`src/rtl/uart_apb_master.sv`:
```
// Single-outstanding APB3 master: one command in, one APB transfer, one response out.
// Define UART_APB_MASTER_TIMEOUT_EN to abort ACCESS after TIMEOUT_CYCLES wait states.
module uart_apb_master #(
  parameter int APB_ADDR_WIDTH = 32,
  parameter int APB_DATA_WIDTH = 32,
  parameter int TIMEOUT_CYCLES = 255
) (
  input  logic                      i_clk,
  input  logic                      i_rst,
  input  logic                      i_req_valid,
  output logic                      o_req_ready,
  input  logic [APB_ADDR_WIDTH-1:0] i_req_addr,
  input  logic [APB_DATA_WIDTH-1:0] i_req_wdata,
  input  logic                      i_req_write,
  output logic                      o_rsp_valid,
  input  logic                      i_rsp_ready,
  output logic [APB_DATA_WIDTH-1:0] o_rsp_rdata,
  output logic                      o_rsp_err,
  output logic                      o_rsp_timeout,
  output logic [APB_ADDR_WIDTH-1:0] o_apb_paddr,
  output logic [APB_DATA_WIDTH-1:0] o_apb_pwdata,
  output logic                      o_apb_pwrite,
  output logic                      o_apb_psel,
  output logic                      o_apb_penable,
  input  logic [APB_DATA_WIDTH-1:0] i_apb_prdata,
  input  logic                      i_apb_pready,
  input  logic                      i_apb_pslverr,
  output logic                      o_busy
);

  typedef enum logic [1:0] {IDLE, SETUP, ACCESS, RESP} state_t;
  state_t state;

  localparam bit TIMEOUT_OK = (TIMEOUT_CYCLES >= 1) && (TIMEOUT_CYCLES <= 65535);
  if (!TIMEOUT_OK) begin : g_bad_timeout
    $error("TIMEOUT_CYCLES out of range 1..65535");
  end

`ifdef UART_APB_MASTER_TIMEOUT_EN
  localparam logic [15:0] TO_LAST = 16'(TIMEOUT_CYCLES - 1);
  logic [15:0] to_cnt;
  logic        rsp_timeout_q;
  assign o_rsp_timeout = rsp_timeout_q;
`else
  assign o_rsp_timeout = 1'b0;
`endif

  always_ff @(posedge i_clk) begin
    if (i_rst) begin
      state         <= IDLE;
      o_req_ready   <= 1'b0;
      o_rsp_valid   <= 1'b0;
      o_rsp_rdata   <= '0;
      o_rsp_err     <= 1'b0;
      o_apb_paddr   <= '0;
      o_apb_pwdata  <= '0;
      o_apb_pwrite  <= 1'b0;
      o_apb_psel    <= 1'b0;
      o_apb_penable <= 1'b0;
      o_busy        <= 1'b0;
`ifdef UART_APB_MASTER_TIMEOUT_EN
      to_cnt        <= '0;
      rsp_timeout_q <= 1'b0;
`endif
    end else begin
      case (state)
        IDLE: begin
          if (i_req_valid && o_req_ready) begin
            o_apb_paddr  <= i_req_addr;
            o_apb_pwdata <= i_req_wdata;
            o_apb_pwrite <= i_req_write;
            o_apb_psel   <= 1'b1;
            o_req_ready  <= 1'b0;
            o_busy       <= 1'b1;
            state        <= SETUP;
          end else begin
            o_req_ready <= 1'b1;
          end
        end
        SETUP: begin
          o_apb_penable <= 1'b1;
          state         <= ACCESS;
`ifdef UART_APB_MASTER_TIMEOUT_EN
          to_cnt        <= '0;
`endif
        end
        ACCESS: begin
          // PREADY wins over a timeout that would fire on the same edge
          if (i_apb_pready) begin
            o_rsp_rdata   <= o_apb_pwrite ? '0 : i_apb_prdata;
            o_rsp_err     <= i_apb_pslverr;
            o_apb_psel    <= 1'b0;
            o_apb_penable <= 1'b0;
            o_rsp_valid   <= 1'b1;
            state         <= RESP;
`ifdef UART_APB_MASTER_TIMEOUT_EN
            rsp_timeout_q <= 1'b0;
          end else if (to_cnt == TO_LAST) begin
            o_rsp_rdata   <= '0;
            o_rsp_err     <= 1'b1;
            rsp_timeout_q <= 1'b1;
            o_apb_psel    <= 1'b0;
            o_apb_penable <= 1'b0;
            o_rsp_valid   <= 1'b1;
            state         <= RESP;
          end else begin
            to_cnt <= to_cnt + 16'd1;
`endif
          end
        end
        RESP: begin
          if (i_rsp_ready) begin
            o_rsp_valid <= 1'b0;
            o_busy      <= 1'b0;
            o_req_ready <= 1'b1;
            state       <= IDLE;
          end
        end
        default: state <= IDLE;
      endcase
    end
  end

endmodule

```
`config.mk`:
```
export PLATFORM = sky130hd
export DESIGN_NAME = uart_apb_master
export DESIGN_NICKNAME = d
export VERILOG_FILES = /design/src/rtl/uart_apb_master.sv
export SDC_FILE = /design/constraint.sdc
export NUM_CORES = 1
export LEC_CHECK = 0
export BUFFER_PORTS_ARGS = -buffer_cell sky130_fd_sc_hd__buf_2
export CAP_MARGIN = 0
export CORE_ASPECT_RATIO = 0.7
export CORE_MARGIN = 2
export CORE_UTILIZATION = 41
export DETAILED_ROUTE_END_ITERATION = 8
export GPL_ROUTABILITY_DRIVEN = 0
export PLACE_DENSITY = 0.75
export SETUP_SLACK_MARGIN = 0.1
export SYNTH_ARGS = -nofsm -noshare
export SYNTH_HDL_FRONTEND = slang
export SYNTH_SLANG_ARGS = --single-unit
export TNS_END_PERCENT = 1
```
`constraint.sdc`:
```
create_clock -name i_clk -period 1.4 [get_ports i_clk]
set_clock_uncertainty 0.05 [all_clocks]
set_input_delay 0.28 -clock i_clk [delete_from_list [all_inputs] [get_ports i_clk]]
set_output_delay 0.28 -clock i_clk [all_outputs]
set_load 0.005 [all_outputs]
```
**Word level (Yosys, flattened, before mapping)**

Index checks and enable logic that the tools add are counted.

- Register bits after elaboration: 105
- Input bits: 103

- Multiplexer cells: 16
- Eq/ne operators: 6
- Reduce and logical (&&, ||, !) cells: 14

Operator list:

| cell | number |
|---|---|
| $mux 32 | 1 |
| $reduce_and 3->1 | 4 |
| $pmux 1 s2 | 5 |
| $pmux 2 s4 | 1 |
| $reduce_and 2->1 | 4 |
| $reduce_bool 2->1 | 4 |
| $mux 1 | 6 |
| $mux 2 | 3 |
| $ne 2x2->1 const B | 3 |
| $eq 2x2->1 const B | 2 |
| $eq 2x1->1 const B | 1 |
| $logic_not 2->1 | 1 |
| $logic_and 1x1->1 | 1 |

**Longest topological paths before layout**

Gate-level depths: netlist of run 1.

- Word-level depth: 3
- Depth in mapped cells: 8
- Depth with buffers taken out: 5

**Least setup slack after synthesis of run 1**

OpenSTA, ideal clock, no wires.

- Path type: register to register
- Start: reg state[0]
- End: reg o_apb_paddr[0]
- Library setup time: 0.125 ns
- Data required time: 1.225 ns
- Cell stages (with the launch flop): 9
- Path buffers: 3
- Data arrival time: 1.332 ns
- Period minus slack after synthesis: 1.507 ns
- Slack: -0.107 ns
- Path through: dfxtp_1 -> inv_1 -> ha_1 -> and3_1 -> buf_4 -> buf_12 -> buf_6 -> nand2_1 -> a21oi_2

- Cells in the longest elaborated chain, start to end: 2

RTL lines:

| item | line | text |
|---|---|---|
| from (decl) | 32 | `state_t state;` |
| from (signal assigned) | 50 | `state <= IDLE;` |
| from (signal assigned) | 75 | `state <= SETUP;` |
| from (signal assigned) | 82 | `state <= ACCESS;` |
| $logic_not 2->1 | 66 | `case (state)` |
| $reduce_and 2->1 (no line) | - |  |
| to (signal assigned) | 69 | `o_apb_paddr <= i_req_addr;` |
| to (decl) | 20 | `output logic [APB_ADDR_WIDTH-1:0] o_apb_paddr,` |

No other way between the ends.
A chain may end at the register's enable or synchronous reset.

**Worst setup path in the final report of run 1**

- Start: reg state[1]
- End: reg o_apb_paddr[15]

The elaborated chain is that of the path after synthesis.

==> impl_metrics.tcl, run 1 <==
set metrics [dict create \
    start_util 0.417 \
    routedWlPerCell_um 13.1 \
    coreArea_um2 9610 \
    grt_overflow 0 \
    r2r-end "o_apb_paddr[15]" \
    startpoint_type "flip-flop" \
    fillers 870 \
    syn_avg_cell_area_um2 8.38 \
    final_nets 776 \
    core.rowCount 30 \
    ant_nets 0 \
    p_leak_nw 2.43 \
    ys_warn_count 0 \
    max-clock-path-buffers 2 \
    rrSetupSlack_ns 0.02 \
    fmax_ghz 0.724 \
    synth-seq-cells 105 \
    yosysTopAreaCell "dfxtp_1" \
    synth_enable_flop_cells 0 \
    cts_hold_buf 0 \
    synth_area_leaders "dfxtp_1 53%, nand2_1 16%, a21oi_1 12%, nand3b_1 6.0%, a21oi_2 2.2%" \
    area_delta_synth_final_pct 38.2 \
    rr_worst_depth 6 \
    antenna_cells 0 \
    dp_hpwl_um 7540 \
    cap_viol_max_count 0 \
    drtIter0Drc 145 \
    p_int_w 0.00576 \
    setup-violations-final 0 \
    switching_share 0.308 \
    drc 0 \
    seq_area_frac_synth 0.525 \
    grt_pass1_wl_um 16300 \
    clkLatencyLatePin_ns 0.33 \
    cp-startpoint "state[1]" \
    fin_ws_ns 0.0190 \
    status "finished clean" \
    power_density_nw_per_um2 1500 \
    design.die.area_um2 10600 \
    synth_nets 586 \
    required_ns 1.62 \
    grt_pass1_vias 3612 \
    r2r-start "state[1]" \
    final_hold_viol_count 0 \
    layout-drive-gt1-share 0.412 \
    cts_max_level 3 \
    yosys.area.top_type_share 0.525 \
    seqPwrFrac 0.439 \
    place.port_buffers 205 \
    yosysMostFrequentCell "nand2_1" \
    cp_max_fo 31 \
    num_vias 3891 \
    synth_area_um2 4000 \
    synthFlopType "dfxtp_1" \
    via_per_inst 4.86 \
    peakVddDrop_mv 0.761 \
    ios 207 \
    p_sw_w 0.00256 \
    track_usage 0.193 \
    pwr-share-clk 0.277 \
    synth_cell_types 33 \
    holdWs_ns 0.128 \
    rsz0062_at_grt "yes" \
    worstSetupPathType "reg -> reg" \
    comb_power_share 0.284 \
    seq_area_um2 2110 \
    fin_area_um2 5530 \
    arrival_ns 1.60 \
    fp.dieH_um 86.7 \
    drv_slew 0 \
    cts_setup_buffers 0 \
    async_flop_share 0 \
    routed_wl_um 10500 \
    multi_input_comb_area_um2 1740 \
    cts.clk_slew.worst_paths_ns 0.07 \
    crit_path_end "o_apb_paddr[15]" \
    finalPower_w 0.00832 \
    min_period_ns 1.38 \
    ctsRootBufferMaster "clkbuf_16" \
    die_w_um 122 \
    end_kind "flip-flop" \
    placed_area_um2 5200 \
    synth_common_cells "168 x nand2_1, 105 x dfxtp_1, 93 x a21oi_1, 32 x nand3b_1, 16 x clkbuf_1" \
    whs_path_depth 3 \
    cts_buffers 9 \
    synth_cells 478 \
    antenna_found_initial 0 \
    grt_max_degree 56 \
    place_ws_ns -0.0113 \
    hp-class "in -> reg" \
    first_pass_iters 5 \
    cts_sinks 105 \
    min_period_over_period 0.986 \
    cts_tree "yes" \
]
## timing repair
action,4_1_cts,5_1_grt
gates resized for setup,10,9
setup endpoints to repair,104,105
pin swaps,3,0
## cell type report
| type | count | share of cell area |
|---|---|---|
| clock inverters | 5 | 0.00565 |
| repair buffers | 217 | 0.225 |
| multi-input cells | 333 | 0.314 |
| well taps | 128 | 0.0289 |
| inverters | 2 | 0.00181 |
| flip-flops and latches | 105 | 0.381 |
| clock buffers | 11 | 0.0439 |
## sequential cells by signal, indices dropped and copies added (netlist names)
register	count
o_apb_paddr	32
o_apb_pwdata	32
o_rsp_rdata	32
state	2
o_apb_penable	1
o_apb_psel	1
o_apb_pwrite	1
o_busy	1
o_req_ready	1
o_rsp_err	1
o_rsp_valid	1
## per-layer routing
| layer | GRT usage | vias to the layer above | part of all wire |
|---|---|---|---|
| li1 | - | 1940 | - |
| met1 | 0.231 | 1787 | 0.42 |
| met2 | 0.325 | 150 | 0.47 |
| met3 | 0.0678 | 14 | 0.092 |
| met4 | 0.0637 | 0 | 0.015 |
| met5 | 0 | - | 0 |
## cells in the final DEF, fill, tap and decap left out, types with 2 or more instances in the layout
master	Yosys	routed
buf_2	11	204
nand2_1	168	157
dfxtp_1	105	101
a21oi_1	93	86
nand3b_1	32	32
a21oi_2	10	17
nand2_2	0	11
clkbuf_16	0	9
buf_12	1	9
dfxtp_2	0	4
nand2b_1	3	3
ha_1	5	3
clkinv_2	0	3
nor2_1	2	2
buf_4	4	2
## critical path: stages (launching register included)
cell	delay (ns)
dfxtp_2	0.35
inv_2	0.09
ha_4	0.16
and3_4	0.26
buf_12	0.19
nand2_1	0.09
a21oi_2	0.12
## per-stage QoR
stage                     utilization  setup TNS [ns]  std cells
after floorplan                     -               0        478
after global placement          0.542               0        785
after detailed placement        0.542         -0.0149        785
after CTS                       0.573               0        801
after global routing            0.576           -1.71        801
final                           0.576               0        801
## kinds of logic (layout without fill, tap and decap cells)
logic type / after synthesis / after routing / synth area share
other: 1 / 1 / 0.000937
AO/OA/AOI/OAI: 111 / 111 / 0.154
adder cells (fa/ha/maj): 5 / 5 / 0.0156
flip-flops: 105 / 105 / 0.525
buffers and inverters: 40 / 235 / 0.0628
AND/OR/NAND/NOR: 215 / 215 / 0.239
multiplexers: 1 / 1 / 0.00281
## worst min path at each step
stage	end	start
after floorplan	o_apb_paddr[10]	i_req_addr[10]
after global placement	o_rsp_rdata[23]	o_rsp_rdata[23]
after detailed placement	o_rsp_rdata[13]	o_rsp_rdata[13]
after CTS	o_apb_pwrite	i_req_write
after global routing	o_apb_paddr[27]	i_req_addr[27]
final	o_apb_pwrite	i_req_write
## power by group through the flow
stage	Sequential (W)	Combinational, W	Clock (W)
2_1_floorplan	0.00372	0.00142	0
3_3_place_gp	0.00368	0.00225	0
3_5_place_dp	0.00370	0.00232	0
4_1_cts	0.00364	0.00236	0.00238
5_1_grt	0.00370	0.00264	0.00251
6_report	0.00365	0.00237	0.00230
Note: power is estimated with default switching activity, not from simulation.
==> inputs of run 2 (changes only) <==
Settings changed: ABC_AREA set to 1, CORE_UTILIZATION 41 to 33, PLACE_DENSITY 0.75 to 0.63.
==> impl_metrics.tcl, run 2 <==
set metrics [dict create \
    r2r-start "state[0]" \
    synth_cell_types 19 \
    yosysTopAreaCell "dfxtp_1" \
    num_vias 4081 \
    synth_cells 491 \
    grt_pass1_vias 3599 \
    grt_overflow 0 \
    status "finished clean" \
    seqPwrFrac 0.399 \
    start_util 0.344 \
    synth_enable_flop_cells 0 \
    peakVddDrop_mv 0.781 \
    power_density_nw_per_um2 1570 \
    drv_slew 0 \
    arrival_ns 1.57 \
    synth_area_um2 3840 \
    antenna_cells 0 \
    final_hold_viol_count 0 \
    seq_area_frac_synth 0.547 \
    end_kind "flip-flop" \
    holdWs_ns 0.128 \
    synth-seq-cells 105 \
    comb_power_share 0.322 \
    worstSetupPathType "reg -> reg" \
    coreArea_um2 11200 \
    min_period_over_period 0.958 \
    track_usage 0.181 \
    pwr-share-clk 0.279 \
    place.port_buffers 205 \
    min_period_ns 1.34 \
    startpoint_type "flip-flop" \
    dp_hpwl_um 7800 \
    cp_max_fo 9 \
    clkLatencyLatePin_ns 0.34 \
    core.rowCount 32 \
    ios 207 \
    cp-startpoint "state[0]" \
    crit_path_end "o_apb_pwdata[4]" \
    switching_share 0.315 \
    grt_pass1_wl_um 18000 \
    routed_wl_um 12800 \
    drc 0 \
    synth_area_leaders "dfxtp_1 55%, nand2_1 18%, a21oi_1 13%, nand3_1 4.6%, buf_2 1.7%" \
    ctsRootBufferMaster "clkbuf_16" \
    cts_sinks 105 \
    p_leak_nw 2.68 \
    first_pass_iters 4 \
    setup-violations-final 0 \
    fmax_ghz 0.746 \
    routedWlPerCell_um 14.9 \
    design.die.area_um2 12500 \
    required_ns 1.63 \
    r2r-end "o_apb_pwdata[4]" \
    finalPower_w 0.00915 \
    p_sw_w 0.00289 \
    final_nets 810 \
    rsz0062_at_grt "yes" \
    final_cell_mix "204 x buf_2, 178 x nand2_1, 103 x dfxtp_1, 90 x a21oi_1, 35 x nand3_1" \
    cap_viol_max_count 0 \
    antenna_found_initial 0 \
    cts_max_level 3 \
    syn_avg_cell_area_um2 7.82 \
    layout-drive-gt1-share 0.388 \
    via_per_inst 4.75 \
    cts_tree "yes" \
    synthFlopType "dfxtp_1" \
    cts_buffers 9 \
    drtIter0Drc 135 \
    ant_nets 0 \
    hp-class "in -> reg" \
    grt_max_degree 43 \
    largestRegisters "o_apb_paddr (32), o_apb_pwdata (32), o_rsp_rdata (32)" \
    ys_warn_count 0 \
    rr_worst_depth 7 \
    area_delta_synth_final_pct 51.7 \
    fp.dieH_um 94.3 \
    finalSetupTns_ns 0 \
    final_common_cell "buf_2" \
    yosys.area.top_type_share 0.547 \
    cts.clk_slew.worst_paths_ns 0.07 \
    die_w_um 133 \
    p_int_w 0.00626 \
    synth_nets 599 \
    max-clock-path-buffers 2 \
    yosysMostFrequentCell "nand2_1" \
    async_flop_share 0 \
    cts_hold_buf 0 \
    rrSetupSlack_ns 0.06 \
    synth_common_cells "181 x nand2_1, 105 x dfxtp_1, 100 x a21oi_1, 35 x nand3_1, 13 x buf_2" \
]
[run 2: through the flow]
stage | std cells | setup slack, ns | utilization | instance area, µm²
after CTS | 852 | 0.0737 | 0.497 | 5550
after floorplan | 491 | 0.0923 | - | 3870
after global routing | 860 | -0.0284 | 0.522 | 5830
after detailed placement | 827 | -0.0213 | 0.454 | 5070
after global placement | 827 | 0.0447 | 0.454 | 5070
final | 860 | 0.0593 | 0.522 | 5830
[run 2: how the worst min path moves through the flow]
stage,cells after the start,startpoint,endpoint
after detailed placement,2,o_apb_paddr[25],o_apb_paddr[25]
after global routing,3,i_req_wdata[6],o_apb_pwdata[6]
after floorplan,2,i_req_addr[0],o_apb_paddr[0]
after CTS,3,i_req_wdata[5],o_apb_pwdata[5]
after global placement,2,o_rsp_rdata[11],o_rsp_rdata[11]
final,3,i_req_wdata[5],o_apb_pwdata[5]
[run 2: logic make-up (layout without fill, tap and decap cells)]
logic type	Yosys count	in the layout	synth area share
simple gates	228	228	0.237
flops	105	105	0.547
compound gates	104	104	0.136
buf+inv	48	264	0.0629
fa+ha+maj	5	5	0.0163
other cells	1	1	0.000977
[run 2: routing by layer]
| layer | global-route usage | share of wire | vias up |
|---|---|---|---|
| li1 | - | - | 2020 |
| met1 | 0.231 | 0.46 | 1909 |
| met2 | 0.300 | 0.46 | 143 |
| met3 | 0.0631 | 0.075 | 9 |
| met4 | 0.0358 | 0.0075 | 0 |
| met5 | 0 | 0 | - |
[run 2: what timing repair did]
item	4_1_cts	5_1_grt
gates cloned	4	8
resized for setup	16	26
pin swaps	1	8
setup endpoints to repair	97	105
setup buffers	5	0
[run 2: final cells by class]
type                    count  area (µm²)
fillers                  1100        5350
flip-flops and latches    105        2100
repair buffers            235        1580
multi-input cells         338        1580
clock buffers              10         229
well taps                 153         191
clock inverters             6        72.6
inverters                  13        71.3
[run 2: power by group through the flow]
stage               Clock (W)  Combinational (W)  Sequential, W
floorplan                   0            0.00123        0.00373
global placement            0            0.00213        0.00369
detailed placement          0            0.00217        0.00370
CTS                   0.00260            0.00253        0.00364
global route          0.00276            0.00322        0.00370
finish                0.00255            0.00295        0.00365
[run 2: worst max-delay path, cell delays in order (launching register included)]
cell and delay [ns]:
dfxtp_2 0.36, inv_4 0.05, ha_4 0.16, nand3_4 0.14
buf_12 0.16, buf_12 0.13, nand2_1 0.07, a21oi_2 0.14
==> inputs of run 3 (changes only) <==
Settings changed: BUFFER_PORTS_ARGS -buffer_cell sky130_fd_sc_hd__buf_2 to unset, DONT_BUFFER_PORTS set to 1, PLACE_DENSITY 0.63 to 0.47.
==> impl_metrics.tcl, run 3 (same netlist as run 2, synthesis figures left out) <==
set metrics [dict create \
    area_delta_synth_final_pct 26.6 \
    whs_path_depth 1 \
    cts_buffers 9 \
    rr_worst_depth 8 \
    antenna_cells 0 \
    num_vias 3288 \
    layoutNonFillerInstCount 650 \
    peakVddDrop_mv 0.652 \
    holdCritStartpoint "i_rst" \
    fillers 1124 \
    place.port_buffers 0 \
    drc 0 \
    hp-class "in -> reg" \
    setup-violations-final 0 \
    final_nets 602 \
    holdWs_ns -0.0535 \
    grt_max_degree 99 \
    drtIter0Drc 123 \
    final_hold_viol_count 32 \
    track_usage 0.155 \
    ios 207 \
    final_cell_mix "162 x nand2_1, 103 x dfxtp_1, 67 x a21oi_1, 34 x nand3_1, 33 x a21oi_2" \
    clkLatencyLatePin_ns 0.34 \
    first_pass_iters 4 \
    place_ws_ns -0.0234 \
    fin_ws_ns 0.0311 \
    routedWlPerCell_um 18.1 \
    max-clock-path-buffers 2 \
    die_w_um 133 \
    startpoint_type "flip-flop" \
    coreArea_um2 11200 \
    ant_nets 0 \
    required_ns 1.62 \
    p_leak_nw 1.68 \
    cap_viol_max_count 0 \
    core.rowCount 32 \
    antenna_found_initial 0 \
    fmax_ghz 0.731 \
    status "finished with violations" \
    cp_max_fo 6 \
    rrSetupSlack_ns 0.03 \
    cts_max_level 3 \
    final_common_cell "nand2_1" \
    layout-drive-gt1-share 0.209 \
    routed_wl_um 11800 \
    drv_slew 0 \
    grt_overflow 0 \
    min_period_ns 1.37 \
    largestRegisters "o_apb_paddr (32), o_apb_pwdata (32), o_rsp_rdata (32)" \
    cts.clk_slew.worst_paths_ns 0.07 \
    fp.dieH_um 94.3 \
    end_kind "flip-flop" \
    grt_pass1_wl_um 15300 \
    cts_sinks 105 \
    r2r-end "o_apb_pwdata[19]" \
    place_inst 619 \
    worstSetupPathType "reg -> reg" \
    finalSetupTns_ns 0 \
    arrival_ns 1.59 \
    violations "negative hold slack" \
    min_period_over_period 0.978 \
    hold_end "o_rsp_rdata[1]" \
    ctsRootBufferMaster "clkbuf_16" \
    rsz0062_at_grt "yes" \
    start_util 0.344 \
    cts_tree "yes" \
    dp_hpwl_um 6660 \
    grt_pass1_vias 2794 \
    r2r-start "state[0]" \
    via_per_inst 5.06 \
    power_density_nw_per_um2 1790 \
    design.die.area_um2 12500 \
]
==> run 3: area by class of cell <==
type                            count  area, µm²  share of cell area
Sequential cell                   105       2110               0.434
Tap cell                          153        191              0.0394
Multi-Input combinational cell    338       1710               0.352
Clock inverter                      5       82.6              0.0170
Timing Repair Buffer               27        479              0.0986
Clock buffer                        9        225              0.0463
Inverter                           13       61.3              0.0126
==> run 3: critical path: stages (launching register included) <==
cell and delay, ns:
dfxtp_4 0.35, inv_4 0.08, ha_4 0.15, nand3_4 0.11, inv_4 0.11, buf_12 0.13, clkbuf_16 0.16, nand2_2 0.05
a21oi_2 0.12
==> run 3: what timing repair did <==
item / CTS / global route
pin swaps: 0 / 21
hold endpoints to repair: 97 / 97
setup buffers: 2 / 3
cloned: 1 / 11
resized for setup: 5 / 68
endpoints found under the setup margin: 104 / 104
==> run 3: how the worst max path moves through the flow <==
stage,start,end,slack (ns),depth (start not counted)
6_report,state[0],o_apb_pwdata[19],0.03,8
5_1_grt,state[0],o_apb_pwdata[19],-0.03,8
4_1_cts,state[1],o_rsp_rdata[12],0.03,7
3_5_place_dp,state[0],o_apb_pwdata[30],-0.02,7
3_3_place_gp,state[0],o_apb_pwdata[20],0.05,7
2_1_floorplan,state[1],o_apb_paddr[10],0.09,7
==> run 3: per-stage QoR <==
stage	cell area (µm²)	utilization	total power [W]
global route	4860	0.435	0.00917
global placement	4010	0.359	0.00534
CTS	4380	0.392	0.00817
detailed placement	4010	0.359	0.00537
finish	4860	0.435	0.00870
floorplan	3870	-	0.00496
==> run 3: power by group <==
group	internal, W	switching (W)
logic	0.00105	0.00123
clock network	0.00155	0.00109
registers	0.00342	0.000356
==> run 3: metal layers <==
metal,up-vias,GRT usage,routed length (µm),share of wire
li1,1589,-,-,-
met2,115,0.237,5380,0.46
met5,-,0,0,0
met3,9,0.0604,888,0.075
met4,0,0.0430,88,0.0075
met1,1575,0.203,5430,0.46
